File: src/rtl/hcpu_run_ctrl_if.sv
// Host/debug link, ROM write port and hCPU control bundle for the run controller.
// master = host/debug side driving commands, slave = the controller.
interface hcpu_run_ctrl_if;
    logic        load_valid;
    logic        load_ready;
    logic [7:0]  load_data;
    logic        load_last;
    logic        run_cmd;
    logic        step_cmd;
    logic        halt_cmd;
    logic        bp_en;
    logic [15:0] bp_addr;
    logic [15:0] cpu_pc;
    logic        cpu_reset;
    logic        cpu_clk_en;
    logic        rom_we;
    logic [15:0] rom_addr;
    logic [15:0] rom_wdata;
    logic        halted;
    logic [15:0] load_count;
    logic        err;

    modport master (
        output load_valid, load_data, load_last, run_cmd, step_cmd, halt_cmd,
               bp_en, bp_addr, cpu_pc,
        input  load_ready, cpu_reset, cpu_clk_en, rom_we, rom_addr, rom_wdata,
               halted, load_count, err
    );

    modport slave (
        input  load_valid, load_data, load_last, run_cmd, step_cmd, halt_cmd,
               bp_en, bp_addr, cpu_pc,
        output load_ready, cpu_reset, cpu_clk_en, rom_we, rom_addr, rom_wdata,
               halted, load_count, err
    );
endinterface

File: src/rtl/hcpu_run_ctrl.sv
// hCPU boot/run controller: byte-serial ROM load, timed reset release, run/step/halt/breakpoint gating.
// rom_we 1 cycle after the low byte; cpu_clk_en 1 cycle after run/step; load_ready drops after load or overflow.
module hcpu_run_ctrl #(
    parameter int ROM_DEPTH    = 32768,
    parameter int RESET_CYCLES = 2
) (
    input  logic           clock,
    input  logic           reset,
    hcpu_run_ctrl_if.slave bus
);
    localparam int BCW = (RESET_CYCLES > 1) ? $clog2(RESET_CYCLES) : 1;

    typedef enum logic [2:0] {
        LOAD_HI,
        LOAD_LO,
        BOOT,
        RUN,
        STEP,
        HALT
    } state_t;

    state_t         state_q, state_d;
    logic           load_ready_q;
    logic           cpu_reset_q;
    logic           cpu_clk_en_q;
    logic           rom_we_q;
    logic           halted_q;
    logic           err_q;
    logic [15:0]    rom_addr_q;
    logic [15:0]    rom_wdata_q;
    logic [15:0]    load_count_q;
    logic [BCW-1:0] boot_cnt_q;

    logic accept;
    logic lo_accept;
    logic rom_full;
    logic ovf;
    logic boot_done;
    logic bp_hit;

    assign accept    = bus.load_valid & load_ready_q;
    assign lo_accept = (state_q == LOAD_LO) & accept;
    // The word being written now is the last slot of the ROM.
    assign rom_full  = (({1'b0, load_count_q} + 17'd1) == 17'(ROM_DEPTH));
    assign ovf       = lo_accept & ~bus.load_last & rom_full;
    assign boot_done = (boot_cnt_q == BCW'(RESET_CYCLES - 1));
    assign bp_hit    = (state_q == RUN) & bus.bp_en & (bus.cpu_pc == bus.bp_addr);

    always_comb begin
        state_d = state_q;
        case (state_q)
            LOAD_HI: if (accept) state_d = LOAD_LO;
            LOAD_LO: begin
                if (accept) begin
                    if (bus.load_last)  state_d = BOOT;
                    else if (rom_full)  state_d = HALT;
                    else                state_d = LOAD_HI;
                end
            end
            BOOT:    if (boot_done) state_d = HALT;
            // An overflowed load leaves the CPU parked in reset until controller reset.
            HALT: begin
                if (!err_q) begin
                    if (bus.step_cmd)     state_d = STEP;
                    else if (bus.run_cmd) state_d = RUN;
                end
            end
            RUN:     if (bp_hit || bus.halt_cmd) state_d = HALT;
            STEP:    state_d = HALT;
            default: state_d = HALT;
        endcase
    end

    always_ff @(posedge clock or negedge reset) begin
        if (!reset) begin
            state_q      <= LOAD_HI;
            load_ready_q <= 1'b1;
            cpu_reset_q  <= 1'b1;
            cpu_clk_en_q <= 1'b0;
            rom_we_q     <= 1'b0;
            rom_addr_q   <= '0;
            rom_wdata_q  <= '0;
            halted_q     <= 1'b0;
            load_count_q <= '0;
            err_q        <= 1'b0;
            boot_cnt_q   <= '0;
        end else begin
            state_q      <= state_d;
            load_ready_q <= (state_d == LOAD_HI) || (state_d == LOAD_LO);
            cpu_clk_en_q <= (state_d == RUN) || (state_d == STEP);
            halted_q     <= (state_d == HALT);
            cpu_reset_q  <= (state_d inside {LOAD_HI, LOAD_LO, BOOT}) ||
                            ((state_d == HALT) && (err_q || ovf));
            err_q        <= err_q | ovf;
            rom_we_q     <= lo_accept;

            if ((state_q == LOAD_HI) && accept) begin
                rom_wdata_q[15:8] <= bus.load_data;
            end
            if (lo_accept) begin
                rom_wdata_q[7:0] <= bus.load_data;
                rom_addr_q       <= load_count_q;
                load_count_q     <= load_count_q + 16'd1;
            end

            if (state_q != BOOT) begin
                boot_cnt_q <= '0;
            end else if (!boot_done) begin
                boot_cnt_q <= boot_cnt_q + BCW'(1);
            end
        end
    end

    // Breakpoint gating is combinational so the instruction at bp_addr never gets a clock.
    assign bus.cpu_clk_en = cpu_clk_en_q & ~bp_hit;
    assign bus.load_ready = load_ready_q;
    assign bus.cpu_reset  = cpu_reset_q;
    assign bus.rom_we     = rom_we_q;
    assign bus.rom_addr   = rom_addr_q;
    assign bus.rom_wdata  = rom_wdata_q;
    assign bus.halted     = halted_q;
    assign bus.load_count = load_count_q;
    assign bus.err        = err_q;
endmodule

File: src/flat_wrapper.sv
// flat-port wrapper written by rule: the top's interface ports become plain ports
module hcpu_run_ctrl_flat 
#(
    parameter int ROM_DEPTH    = 32768,
    parameter int RESET_CYCLES = 2
)
  (clock, reset, bus_load_valid, bus_load_data, bus_load_last, bus_run_cmd, bus_step_cmd, bus_halt_cmd, bus_bp_en, bus_bp_addr, bus_cpu_pc, bus_load_ready, bus_cpu_reset, bus_cpu_clk_en, bus_rom_we, bus_rom_addr, bus_rom_wdata, bus_halted, bus_load_count, bus_err);
  hcpu_run_ctrl_if bus_i ();
  input  logic clock;
  input  logic reset;
  input wire logic [$bits(bus_i.load_valid)-1:0] bus_load_valid;
  input wire logic [$bits(bus_i.load_data)-1:0] bus_load_data;
  input wire logic [$bits(bus_i.load_last)-1:0] bus_load_last;
  input wire logic [$bits(bus_i.run_cmd)-1:0] bus_run_cmd;
  input wire logic [$bits(bus_i.step_cmd)-1:0] bus_step_cmd;
  input wire logic [$bits(bus_i.halt_cmd)-1:0] bus_halt_cmd;
  input wire logic [$bits(bus_i.bp_en)-1:0] bus_bp_en;
  input wire logic [$bits(bus_i.bp_addr)-1:0] bus_bp_addr;
  input wire logic [$bits(bus_i.cpu_pc)-1:0] bus_cpu_pc;
  output wire logic [$bits(bus_i.load_ready)-1:0] bus_load_ready;
  output wire logic [$bits(bus_i.cpu_reset)-1:0] bus_cpu_reset;
  output wire logic [$bits(bus_i.cpu_clk_en)-1:0] bus_cpu_clk_en;
  output wire logic [$bits(bus_i.rom_we)-1:0] bus_rom_we;
  output wire logic [$bits(bus_i.rom_addr)-1:0] bus_rom_addr;
  output wire logic [$bits(bus_i.rom_wdata)-1:0] bus_rom_wdata;
  output wire logic [$bits(bus_i.halted)-1:0] bus_halted;
  output wire logic [$bits(bus_i.load_count)-1:0] bus_load_count;
  output wire logic [$bits(bus_i.err)-1:0] bus_err;
  assign bus_i.load_valid = bus_load_valid;
  assign bus_i.load_data = bus_load_data;
  assign bus_i.load_last = bus_load_last;
  assign bus_i.run_cmd = bus_run_cmd;
  assign bus_i.step_cmd = bus_step_cmd;
  assign bus_i.halt_cmd = bus_halt_cmd;
  assign bus_i.bp_en = bus_bp_en;
  assign bus_i.bp_addr = bus_bp_addr;
  assign bus_i.cpu_pc = bus_cpu_pc;
  assign bus_load_ready = bus_i.load_ready;
  assign bus_cpu_reset = bus_i.cpu_reset;
  assign bus_cpu_clk_en = bus_i.cpu_clk_en;
  assign bus_rom_we = bus_i.rom_we;
  assign bus_rom_addr = bus_i.rom_addr;
  assign bus_rom_wdata = bus_i.rom_wdata;
  assign bus_halted = bus_i.halted;
  assign bus_load_count = bus_i.load_count;
  assign bus_err = bus_i.err;
  hcpu_run_ctrl #(.ROM_DEPTH(ROM_DEPTH), .RESET_CYCLES(RESET_CYCLES)) u_core (.clock(clock), .reset(reset), .bus(bus_i));
endmodule
File: config.mk
export PLATFORM = sky130hd
export DESIGN_NAME = hcpu_run_ctrl_flat
export DESIGN_NICKNAME = d
export VERILOG_FILES = /design/src/rtl/hcpu_run_ctrl_if.sv /design/src/rtl/hcpu_run_ctrl.sv /design/src/flat_wrapper.sv
export SDC_FILE = /design/constraint.sdc
export NUM_CORES = 1
export LEC_CHECK = 0
export ABC_AREA = 1
export BUFFER_PORTS_ARGS = -buffer_cell sky130_fd_sc_hd__clkbuf_2
export CORE_AREA = 2 2 93 73
export DETAILED_ROUTE_END_ITERATION = 7
export DIE_AREA = 0 0 95 75
export GPL_ROUTABILITY_DRIVEN = 1
export GPL_TIMING_DRIVEN = 1
export PLACE_DENSITY_LB_ADDON = 0.08
export SLEW_MARGIN = 10
export SYNTH_ARGS = -nofsm -noshare
export SYNTH_HDL_FRONTEND = slang
export SYNTH_SLANG_ARGS = --single-unit
File: constraint.sdc
create_clock -name clock -period 2.1 [get_ports clock]
set_input_delay 0.21 -clock clock [delete_from_list [all_inputs] [get_ports clock]]
set_output_delay 0.21 -clock clock [all_outputs]
set_load 0.005 [all_outputs]
==> results.py <==
metrics = {
    "cts": {
        "cts.sinks": 58,
        "clk_latency_ps": 340,
        "cts_buffers": 9,
        "cts_tree": "built",
        "htreeDepth": 3,
        "clk_pin_slew_ps": 70,
        "cts_buffer_depth": 2,
        "cts-root-buf": "clkbuf_8",
        "cts_setup_buffers": 0,
    },
    "placed_design": {
        "place_area_sq_um": 3700,
        "routabilityCongestion": 0.943,
        "hpwl_um": 5860,
        "io_buffers": 101,
    },
    "cells_and_area": {
        "nFillCells": 577,
        "drive_gt1_frac": 0.296,
        "nNetsFinal": 565,
        "design_area_sq_um": 3970,
        "antennaDiodeCount": 0,
        "syn2layout_area_growth_pct": 29.5,
    },
    "die": {
        "die_h_um": 75,
        "die_x_um": 95,
        "dieArea_sq_um": 7130,
        "ios": 102,
        "core_region_area_sq_um": 6160,
        "rows": 25,
        "start_util": 0.497,
    },
    "sta": {
        "max_slew.worst_pin.slew_ps": 510,
        "hold_violations": 0,
        "rsz0062_at_grt": "false",
        "period_minus_slack_ps": 1940,
        "finalMaxSlewViolations": 0,
        "setup-tns-final_ps": 0,
        "fin_crit_sh": 0.923,
        "skew_ps": 5.96,
        "max_freq_mhz": 516,
        "slew_headroom": 0.660,
        "setup_viol": 0,
    },
    "worst_setup_path": {
        "cp_data_required_time_ps": 2370,
        "end_kind": "flip-flop",
        "r2r_start": "u_core.bus.load_count[0]",
        "start_kind": "flip-flop",
        "cp.arrival_ps": 2210,
        "reg2reg_slack_ps": 160,
        "r2r_end": "u_core.cpu_clk_en_q",
        "cp_max_fo": 6,
        "r2r_cells": 12,
        "crit_type": "flip-flop to flip-flop",
    },
    "grt": {
        "antenna_found_initial": 0,
        "grt_pass1_vias": 2710,
        "grt_first_pass_wirelength_um": 12300,
        "grt_max_degree": 58,
        "grt_use_total": 0.227,
        "grt-ovfl-total": 0,
    },
    "route": {
        "wl_per_cell_um": 12.9,
        "via_per_inst": 4.95,
        "num_vias": 2972,
        "wirelength_um": 7720,
        "drtPass1Iterations": 5,
        "drtAntennaViolNets": 0,
        "drc": 0,
        "drtIter0Drc": 115,
    },
    "synthesis": {
        "synthCells": 404,
        "synth.top_cells.by_area": "dfrtp_1, nand2_1, o21ai_0",
        "synth_area_per_cell_sq_um": 7.58,
        "yosysWarnings": 0,
        "synthArstFlopShare": 1.00,
        "synth_nets": 454,
        "synth_area_sq_um": 3060,
        "ys_top_cells_by_count": "nand2_1, dfrtp_1, inv_1",
        "yosysTopAreaCell": "dfrtp_1",
        "synth_top_area_share": 0.457,
        "yosysUniqueCellTypes": 28,
        "synth_seq_cells": 58,
        "synth_seq_area_share": 0.474,
        "synth_edf_count": 0,
        "synth.most_common_cell": "nand2_1",
        "synth-main-ff-cell": "dfrtp_1",
    },
    "hold_path": {
        "hold_path_class": "input pin to flip-flop",
        "holdPathStages": 3,
        "hold_end": "u_core.bus.rom_wdata[11]",
        "hold_start": "bus_load_data[3]",
    },
    "power": {
        "ir_worst_vdd_v": 0.000509,
        "leakage_nw": 2.20,
        "p_per_area_nw_per_um2": 637,
    },
    "status": {
        "outcome": "finished clean",
    },
    "flow_run": {
        "drv_cap": 0,
    },
}
[power breakdown]
| part | leakage (nW) | internal (mW) | switching [mW] | total (mW) |
|---|---|---|---|---|
| Sequential | 0.725 | 1.12 | 0 | 1.12 |
| Combinational | 1.36 | 0.0552 | 0.0616 | 0.117 |
| Clock | 0.123 | 0.854 | 0.441 | 1.29 |
| Total | 2.20 | 2.03 | 0.503 | 2.53 |
[state kept, by name, summed over array words and instances (netlist names)]
signal                 cells
u_core.boot_cnt_q          1
u_core.bus.cpu_reset       1
u_core.bus.err             1
u_core.bus.halted          1
u_core.bus.load_count     16
u_core.bus.load_ready      1
u_core.bus.rom_addr       16
u_core.bus.rom_wdata      16
u_core.bus.rom_we          1
u_core.cpu_clk_en_q        1
u_core.state_q             3
[layer usage]
layer  track usage  wire length, um
met3        0.0651              722
met2         0.362             3460
met1         0.300             3490
met5             0                0
met4        0.0821               60
[layout by cell type, fill, tap and decap left out, types with 4 or more instances in the layout]
master / n
nand4_1: 8
nand3_1: 19
xor2_1: 6
buf_4: 6
inv_1: 54
nor2_1: 32
nand2_1: 121
a21oi_1: 4
clkbuf_8: 11
inv_2: 4
nor2_4: 4
o21ai_0: 51
dfrtp_1: 55
clkbuf_2: 101
nand2_2: 8
nor2_2: 5
[cell type report]
type / instances / area, sq um / share of cell area
Sequential cell: 58 / 1460 / 0.367
Multi-Input combinational cell: 279 / 1360 / 0.343
Timing Repair Buffer: 109 / 581 / 0.146
Inverter: 58 / 218 / 0.0549
Clock buffer: 12 / 155 / 0.0391
Tap cell: 81 / 101 / 0.0255
Clock inverter: 4 / 97.6 / 0.0246
[cell families (layout without fill, tap and decap cells)]
kind of cell / after synthesis / after routing / share of synthesized area
simple gates: 205 / 205 / 0.301
buf+inv: 67 / 183 / 0.0821
compound gates: 63 / 63 / 0.107
flops: 58 / 58 / 0.474
xor+xnor: 9 / 9 / 0.0282
fa+ha+maj: 2 / 2 / 0.00817
[worst max-delay path, stage by stage (launching register included)]
cell,delay [ps]
dfrtp_2,440
ha_1,250
nand3_1,180
nand2_1,70
o21ai_1,150
nand3_1,100
nor2_1,110
nand2_1,70
nor2_2,120
nand3_2,100
nand2_4,130
nor2_2,50
a21oi_2,100
[stage by stage]
stage | instances | hold slack (ps) | setup slack (ps) | power [mW] | utilization
detailed placement | 584 | 201 | 148 | 1.26 | 0.601
finish | 601 | 118 | 161 | 2.53 | 0.644
floorplan | 404 | -85.6 | 312 | 1.17 | -
global placement | 584 | 197 | 245 | 1.25 | 0.601
global route | 601 | 126 | 3.25 | 2.62 | 0.644
CTS | 601 | 103 | 128 | 2.56 | 0.643
[how the worst max path moves through the flow]
stage,from,endpoint,slack (ps)
global placement,u_core.bus.load_count[0],u_core.bus.cpu_reset,250
detailed placement,u_core.bus.load_count[0],u_core.cpu_clk_en_q,150
CTS,u_core.bus.load_count[0],u_core.cpu_clk_en_q,130
finish,u_core.bus.load_count[0],u_core.cpu_clk_en_q,160
global route,u_core.bus.load_count[0],u_core.bus.cpu_reset,3
floorplan,u_core.bus.load_count[1],u_core.bus.cpu_reset,310
[repair_timing]
item / CTS / global route
hold buffers: 1 / 0
gates resized for setup: 0 / 3
setup endpoints to repair: 0 / 3
hold endpoints to repair: 17 / 0
Power figures use the tool's default switching activity.
